--- config.mk ---
export PLATFORM = sky130hd
export DESIGN_NAME = load_store_unit_flat
export DESIGN_NICKNAME = d
export VERILOG_FILES = /design/src/rtl/load_store_unit_if.sv /design/src/rtl/load_store_unit.sv /design/src/flat_wrapper.sv
export SDC_FILE = /design/constraint.sdc
export NUM_CORES = 1
export LEC_CHECK = 0
export ABC_AREA = 0
export CELL_PAD_IN_SITES_DETAIL_PLACEMENT = 0
export CELL_PAD_IN_SITES_GLOBAL_PLACEMENT = 1
export CORE_MARGIN = 2
export CORE_UTILIZATION = 34
export CTS_BUF_LIST = sky130_fd_sc_hd__clkbuf_4 sky130_fd_sc_hd__clkbuf_8
export CTS_CLUSTER_SIZE = 16
export DETAILED_ROUTE_END_ITERATION = 10
export GPL_ROUTABILITY_DRIVEN = 0
export PLACE_DENSITY_LB_ADDON = 0.1
export SLEW_MARGIN = 25
export SYNTH_ARGS = -nofsm -noshare
export SYNTH_HDL_FRONTEND = slang
export SYNTH_SLANG_ARGS = --single-unit
--- constraint.sdc ---
create_clock -name clk -period 2.46 [get_ports clk]
set_input_delay 0.492 -clock clk [delete_from_list [all_inputs] [get_ports clk]]
set_output_delay 0.492 -clock clk [all_outputs]
set_load 0.005 [all_outputs]
--- src/rtl/load_store_unit_if.sv ---
// Request/response handshake between the datapath and the load/store unit.
// The datapath is the master; the load/store unit is the slave.
interface load_store_unit_if;
    logic        req_valid;
    logic        req_write;
    logic [2:0]  req_funct3;
    logic [31:0] req_addr;
    logic [31:0] req_wdata;
    logic        req_ready;
    logic        resp_done;
    logic        resp_fault;
    logic [31:0] resp_rdata;

    modport master (
        output req_valid,
        output req_write,
        output req_funct3,
        output req_addr,
        output req_wdata,
        input  req_ready,
        input  resp_done,
        input  resp_fault,
        input  resp_rdata
    );

    modport slave (
        input  req_valid,
        input  req_write,
        input  req_funct3,
        input  req_addr,
        input  req_wdata,
        output req_ready,
        output resp_done,
        output resp_fault,
        output resp_rdata
    );
endinterface

--- src/rtl/load_store_unit.sv ---
// RV32I load/store unit on a 4-byte-wide memory word port.
// Sub-word stores are done as read-modify-write of the word at addr.
module load_store_unit #(
    parameter int unsigned MEM_BYTES = 256
) (
    input  logic               clk,
    input  logic               reset,
    load_store_unit_if.slave   bus,
    output logic [31:0]        mem_address,
    output logic [31:0]        mem_wdata,
    output logic               mem_read,
    output logic               mem_write,
    input  logic [31:0]        mem_rdata
);
    localparam logic [31:0] MAX_ADDR = 32'(MEM_BYTES - 4);

    typedef enum logic [1:0] {
        IDLE,
        RD,
        WR,
        RESP
    } state_t;

    state_t      state_q;
    state_t      state_d;
    logic        write_q;
    logic [2:0]  funct3_q;
    logic [31:0] addr_q;
    logic [31:0] wdata_q;
    logic [31:0] merge_q;
    logic        fault_q;
    logic [31:0] rdata_q;

    logic        accept;
    logic        f3_ok;
    logic        align_ok;
    logic        req_fault;
    logic [31:0] load_ext;

    assign accept = bus.req_valid && (state_q == IDLE);

    always_comb begin
        f3_ok = 1'b0;
        case (bus.req_funct3)
            3'd0, 3'd1, 3'd2: f3_ok = 1'b1;
            3'd4, 3'd5:       f3_ok = !bus.req_write;
            default:          f3_ok = 1'b0;
        endcase
    end

    // funct3[1:0] encodes the access width for every legal code
    always_comb begin
        align_ok = 1'b1;
        case (bus.req_funct3[1:0])
            2'b01:   align_ok = !bus.req_addr[0];
            2'b10:   align_ok = (bus.req_addr[1:0] == 2'b00);
            default: align_ok = 1'b1;
        endcase
    end

    assign req_fault = !f3_ok || !align_ok || (bus.req_addr > MAX_ADDR);

    always_comb begin
        state_d = state_q;
        case (state_q)
            IDLE: begin
                if (accept) begin
                    if (req_fault) begin
                        state_d = RESP;
                    end else if (bus.req_write &&
                                 bus.req_funct3 == 3'd2) begin
                        state_d = WR;
                    end else begin
                        state_d = RD;
                    end
                end
            end
            RD:      state_d = write_q ? WR : RESP;
            WR:      state_d = RESP;
            RESP:    state_d = IDLE;
            default: state_d = IDLE;
        endcase
    end

    always_comb begin
        load_ext = mem_rdata;
        case (funct3_q)
            3'd0: load_ext = {{24{mem_rdata[7]}}, mem_rdata[7:0]};
            3'd1: load_ext = {{16{mem_rdata[15]}}, mem_rdata[15:0]};
            3'd4: load_ext = {24'd0, mem_rdata[7:0]};
            3'd5: load_ext = {16'd0, mem_rdata[15:0]};
            default: load_ext = mem_rdata;
        endcase
    end

    always_ff @(posedge clk) begin
        if (!reset) begin
            state_q  <= IDLE;
            write_q  <= 1'b0;
            funct3_q <= 3'd0;
            addr_q   <= 32'd0;
            wdata_q  <= 32'd0;
            merge_q  <= 32'd0;
            fault_q  <= 1'b0;
            rdata_q  <= 32'd0;
        end else begin
            state_q <= state_d;
            if (accept) begin
                write_q  <= bus.req_write;
                funct3_q <= bus.req_funct3;
                addr_q   <= bus.req_addr;
                wdata_q  <= bus.req_wdata;
                fault_q  <= req_fault;
            end
            if (state_q == RD) begin
                if (write_q) begin
                    merge_q <= mem_rdata;
                end else begin
                    rdata_q <= load_ext;
                end
            end
        end
    end

    // Upper bytes come back from the RD cycle so the word write is a no-op there
    always_comb begin
        mem_wdata = wdata_q;
        case (funct3_q[1:0])
            2'b00:   mem_wdata = {merge_q[31:8], wdata_q[7:0]};
            2'b01:   mem_wdata = {merge_q[31:16], wdata_q[15:0]};
            default: mem_wdata = wdata_q;
        endcase
    end

    assign mem_address    = addr_q;
    assign mem_read       = reset && (state_q == RD);
    assign mem_write      = reset && (state_q == WR);
    assign bus.req_ready  = (state_q == IDLE);
    assign bus.resp_done  = (state_q == RESP);
    assign bus.resp_fault = (state_q == RESP) && fault_q;
    assign bus.resp_rdata = rdata_q;
endmodule

--- src/flat_wrapper.sv ---
// flat-port wrapper written by rule: the top's interface ports become plain ports
module load_store_unit_flat 
#(
    parameter int unsigned MEM_BYTES = 256
)
  (clk, reset, mem_address, mem_wdata, mem_read, mem_write, mem_rdata, bus_req_valid, bus_req_write, bus_req_funct3, bus_req_addr, bus_req_wdata, bus_req_ready, bus_resp_done, bus_resp_fault, bus_resp_rdata);
  load_store_unit_if bus_i ();
  input  logic clk;
  input  logic reset;
  output logic [31:0] mem_address;
  output logic [31:0] mem_wdata;
  output logic mem_read;
  output logic mem_write;
  input  logic [31:0] mem_rdata;
  input wire logic [$bits(bus_i.req_valid)-1:0] bus_req_valid;
  input wire logic [$bits(bus_i.req_write)-1:0] bus_req_write;
  input wire logic [$bits(bus_i.req_funct3)-1:0] bus_req_funct3;
  input wire logic [$bits(bus_i.req_addr)-1:0] bus_req_addr;
  input wire logic [$bits(bus_i.req_wdata)-1:0] bus_req_wdata;
  output wire logic [$bits(bus_i.req_ready)-1:0] bus_req_ready;
  output wire logic [$bits(bus_i.resp_done)-1:0] bus_resp_done;
  output wire logic [$bits(bus_i.resp_fault)-1:0] bus_resp_fault;
  output wire logic [$bits(bus_i.resp_rdata)-1:0] bus_resp_rdata;
  assign bus_i.req_valid = bus_req_valid;
  assign bus_i.req_write = bus_req_write;
  assign bus_i.req_funct3 = bus_req_funct3;
  assign bus_i.req_addr = bus_req_addr;
  assign bus_i.req_wdata = bus_req_wdata;
  assign bus_req_ready = bus_i.req_ready;
  assign bus_resp_done = bus_i.resp_done;
  assign bus_resp_fault = bus_i.resp_fault;
  assign bus_resp_rdata = bus_i.resp_rdata;
  load_store_unit #(.MEM_BYTES(MEM_BYTES)) u_core (.clk(clk), .reset(reset), .bus(bus_i), .mem_address(mem_address), .mem_wdata(mem_wdata), .mem_read(mem_read), .mem_write(mem_write), .mem_rdata(mem_rdata));
endmodule
* After elaboration in Yosys (flattened, before gate mapping) *
Index checks and enable logic that the tools add are counted.

word-level totals
  register bits after elaboration = 135
  input port bits = 103
  output and inout bits = 101
  word-level logic and storage cells = 53

cells by class
  $lt $le $gt $ge = 1
  equal/unequal tests = 14
  muxes and demuxes = 9
  bitwise operators = 1
  reductions and logical operators = 20

operators by type and width
  cell                                                 count
  one-hot mux 32 bit (4 select lines)                  1
  one-hot mux 32 bit (2 select lines)                  1
  > comparator 32 x 8 -> 1 bit, second input constant  1
  == test 3 bit, second input constant                 4
  one-hot mux 2 bit (4 select lines)                   1
  == test 2 x 1 -> 1 bit, second input constant        3
  == test 2 bit, second input constant                 3
  == test 3 x 1 -> 1 bit, second input constant        2
  zero test 2 bit                                      3
  zero test 3 bit                                      2
  2-to-1 mux 2 bit                                     3
  logical AND 1 bit                                    5
  zero test 1 bit                                      4
  one-hot mux 1 bit (2 select lines)                   2
  AND reduction 2 bit                                  2
  == test 3 x 2 -> 1 bit, second input constant        1
  OR reduction 3 bit                                   1
  logical OR 1 bit                                     2
  != test 2 x 1 -> 1 bit, second input constant        1
  OR reduction 2 bit                                   1
  2-to-1 mux 1 bit                                     1
  NOT 1 bit                                            1

* Depth between registers and ports, before layout *
  depth after elaboration = 9
  mapped depth = 9
  gate-level depth less buffers = 6

* Worst setup path before layout *
Ideal clock, no wire load.

  path kind = register -> output
  start = reg u_core.funct3_q[1]
  end = out mem_wdata[10]
  arrival time = 1.107 ns
  data required time = 1.968 ns
  path slack = 0.861 ns
  cell stages (with the launch flop) = 7
  buffers on the path = 3
  path through = dfxtp_1 -> buf_6 -> or2_2 -> clkbuf_2 -> buf_2 -> nand2_1 -> nand2_1

on the way
  longest elaborated chain between the ends = 2
  elaborated cells between the ends (all ways) = 3
  those cells by class = eq/ne (1); mux (1); reduce/logical (1)

RTL lines
  element                                                           RTL line                source
  start: declaration                                                load_store_unit.sv:27   logic [2:0] funct3_q;
  start signal: assignment                                          load_store_unit.sv:110  funct3_q <= bus.req_funct3;
  == test 2 x 1 -> 1 bit / zero test 2 bit (equally long branches)  load_store_unit.sv:128  case (funct3_q[1:0])
  one-hot mux 32 bit (2 select lines) *                             load_store_unit.sv:128
  end: declaration                                                  flat_wrapper.sv:11      output logic [31:0] mem_wdata;

Every way passes the cells marked *; elsewhere a longest branch is shown, timed or not.

* Worst setup path after layout *
  start = reg u_core.funct3_q[1]
  end = out mem_wdata[23]

The elaborated chain is that of the path after synthesis.

==> summary.txt <==
Synth
  – Post-synthesis instance total: 652
  – Synth Cell Area: 5120 um^2
  – Syn_nets: 762
  – Post-synth top area share: 0.497
  – Yosys warns: 0
  – Syn avg cell area: 7.85 um^2
  – Synth top area cells: dfxtp_1, nand2_1, a21oi_1
  – Synth Register Bits: 127
  – Count leader, synth: nand2_1
  – Most used DFF post-synth: dfxtp_1
  – Commonest cells in the synthesized netlist: nand2_1, dfxtp_1, a21oi_1, clkbuf_1, o21ai_0
  – Async SR Flop Fraction: 0
  – Area leader, netlist: dfxtp_1
  – Seq/Total Area, Yosys: 0.497
  – Post-synth EDFFs: 0
  – Synth cell types: 39

Route
  – Drt first pass iters: 4
  – # DRC: 0
  – WL per Instance: 15.0 um
  – DRT Wirelength: 15,500 um
  – Initial drt markers: 230
  – ANT nets after route: 0
  – Vias post-DR: 4,974
  – Via density: 4.82

Setup path
  – Startpoint types: register
  – Worst EP required: 1.97 ns
  – Kind of critical path: reg -> out
  – Worst Path Max Fanout: 10
  – CP Data Arrival Time: 1.84 ns
  – Setup crit end kind: primary output
  – Worst Reg-to-Reg Cells: 6

Final layout
  – Area added between synthesis and finish: 51.6%
  – Fin nets: 944
  – Fin util: 0.530
  – Antenna diodes: 0
  – Fraction of layout cells with a size suffix above 1: 0.0909

Timing
  – Final hold violation count: 0
  – RSZ-0062 raised after global routing: false
  – Setup TNS: 0 ns
  – Setup violations, final: 0
  – Final Cycle Share: 0.950
  – Max Freq: 428 MHz
  – Final Slew Violations: 0
  – Post-layout min period: 2.34 ns
  – Relative slew slack: 0.661
  – Clock skew: 0.0112 ns
  – Least-Margin Pin Slew: 0.509 ns

Global routing
  – Vias in the first global route: 4,809
  – Total track usage: 0.194
  – M2 GR Usage: 0.322
  – Largest net degree at the start of global routing: 40
  – Initial antenna violation count: 0
  – GR peak layer: met2
  – Grt ovf: 0
  – Met3 Use GR: 0.0747
  – First-pass GRT wire length: 24,500 um
  – M1 GR Usage: 0.234

Clock network
  – Sink Count: 127
  – Clock-pin slew on the worst setup and hold paths: 0.07 ns
  – Clk buf depth: 2
  – H-tree depth: 4
  – CTS Buf Count: 17
  – Root Driver: clkbuf_8
  – CTS tree: yes
  – Worst-Skew Late Latency: 0.44 ns

Floorplan
  – Starting density of the core: 0.350
  – Die X-Extent: 127 um
  – Core area: 14,600 um^2
  – Die ar.: 16,100 um^2
  – Die height: 127 um
  – Rows: 44
  – IO Pins: 204

Placed design
  – I/O Buffers: 203
  – Detailed Place HPWL: 11,500 um

Hold path
  – Hold Path Cell Cnt: 2
  – Worst Hold Class: reg -> reg

Pwr
  – Peak supply drop: 471 uV
  – PwrDens: 922 nW/um^2
  – Pleak: 2.84 nW

Status
  – Status: complete, no violations

Job
  – Max-cap violation count: 0
==> stage by stage <==
step / hold WS [ns] / worst slack, ns / power [mW] / std cells / cell area (um^2)
final: 0.452 / 0.124 / 7.16 / 1031 / 7760
after global routing: 0.471 / 0.0244 / 7.60 / 1031 / 7760
after CTS: 0.457 / 0.00896 / 7.26 / 1031 / 7760
after detailed placement: 0.446 / 0.243 / 5.03 / 999 / 7250
after global placement: 0.440 / 0.261 / 4.97 / 999 / 7250
after floorplan: 0.433 / 0.861 / 3.85 / 652 / 5120
==> critical path, cell delays in order, from the launching register on <==
cell	delay [ns]
dfxtp_2	0.39
buf_4	0.20
mux2_2	0.35
clkdlybuf4s50_1	0.48
==> report_power, final <==
| group | internal (mW) | switching, mW |
|---|---|---|
| combinational | 1.19 | 1.11 |
| clock | 1.34 | 0.839 |
| sequential | 2.47 | 0.220 |
==> repair_timing <==
action,in CTS,in global routing
endpoints found under the setup margin,14,9
hold buffers,0,0
resized for setup,5,2
buffers inserted,0,0
==> cell families (layout without fill, tap and decap cells) <==
logic type,count (synthesis),in the layout,synth area share
and+or+nand+nor,278,278,0.222
AOI/OAI and AO/OA,162,162,0.167
DFF,127,127,0.497
buffers and inverters,62,257,0.0626
muxes,16,16,0.0352
adders and majority gates,7,7,0.0171
==> layout by cell type (no fill, tap or decap), types with 3 or more instances in the layout <==
cell type        instances
dfxtp_1                125
mux2_2                  16
clkinv_4                 3
buf_12                   5
and2_2                   3
o21ai_0                 25
nor2_1                   4
clkdlybuf4s50_1        203
nor4_1                   6
inv_1                    7
a21oi_1                125
clkinvlp_4               3
nand2_1                250
clkbuf_8                18
buf_4                    9
ha_1                     6
clkinv_2                 3
bufinv_16                6
==> state kept, by name, indices dropped and copies added, names as in the netlist <==
signal / count
u_core.bus.resp_rdata: 32
u_core.mem_address: 32
u_core.wdata_q: 32
u_core.merge_q: 24
u_core.funct3_q: 3
u_core.state_q: 2
u_core.fault_q: 1
u_core.write_q: 1
==> cell type report <==
cell class / instances / area [um^2]
clock buffer: 18 / 248
inverter: 8 / 31.3
sequential: 127 / 2540
timing repair buffer: 217 / 2200
multi-input combinational: 463 / 2270
tap: 184 / 230
clock inverter: 14 / 239
fill: 1378 / 6880
==> worst paths after layout <==
kind / startpoint / end / slack [ns]
setup reg to reg: u_core.state_q[1] / u_core.bus.resp_rdata[25] / 0.53
setup / recovery: u_core.funct3_q[1] / mem_wdata[23] / 0.12
hold reg to reg: u_core.mem_address[2] / u_core.mem_address[2] / 0.45
hold / removal: u_core.mem_address[2] / u_core.mem_address[2] / 0.45
==> per-layer routing <==
metal | up-vias | wire (um)
met3 | 11 | 1160
met1 | 2291 | 6850
met4 | 0 | 182
li1 | 2496 | -
met5 | - | 0
met2 | 176 | 7310
No activity file was read; power rests on OpenSTA's default activity.
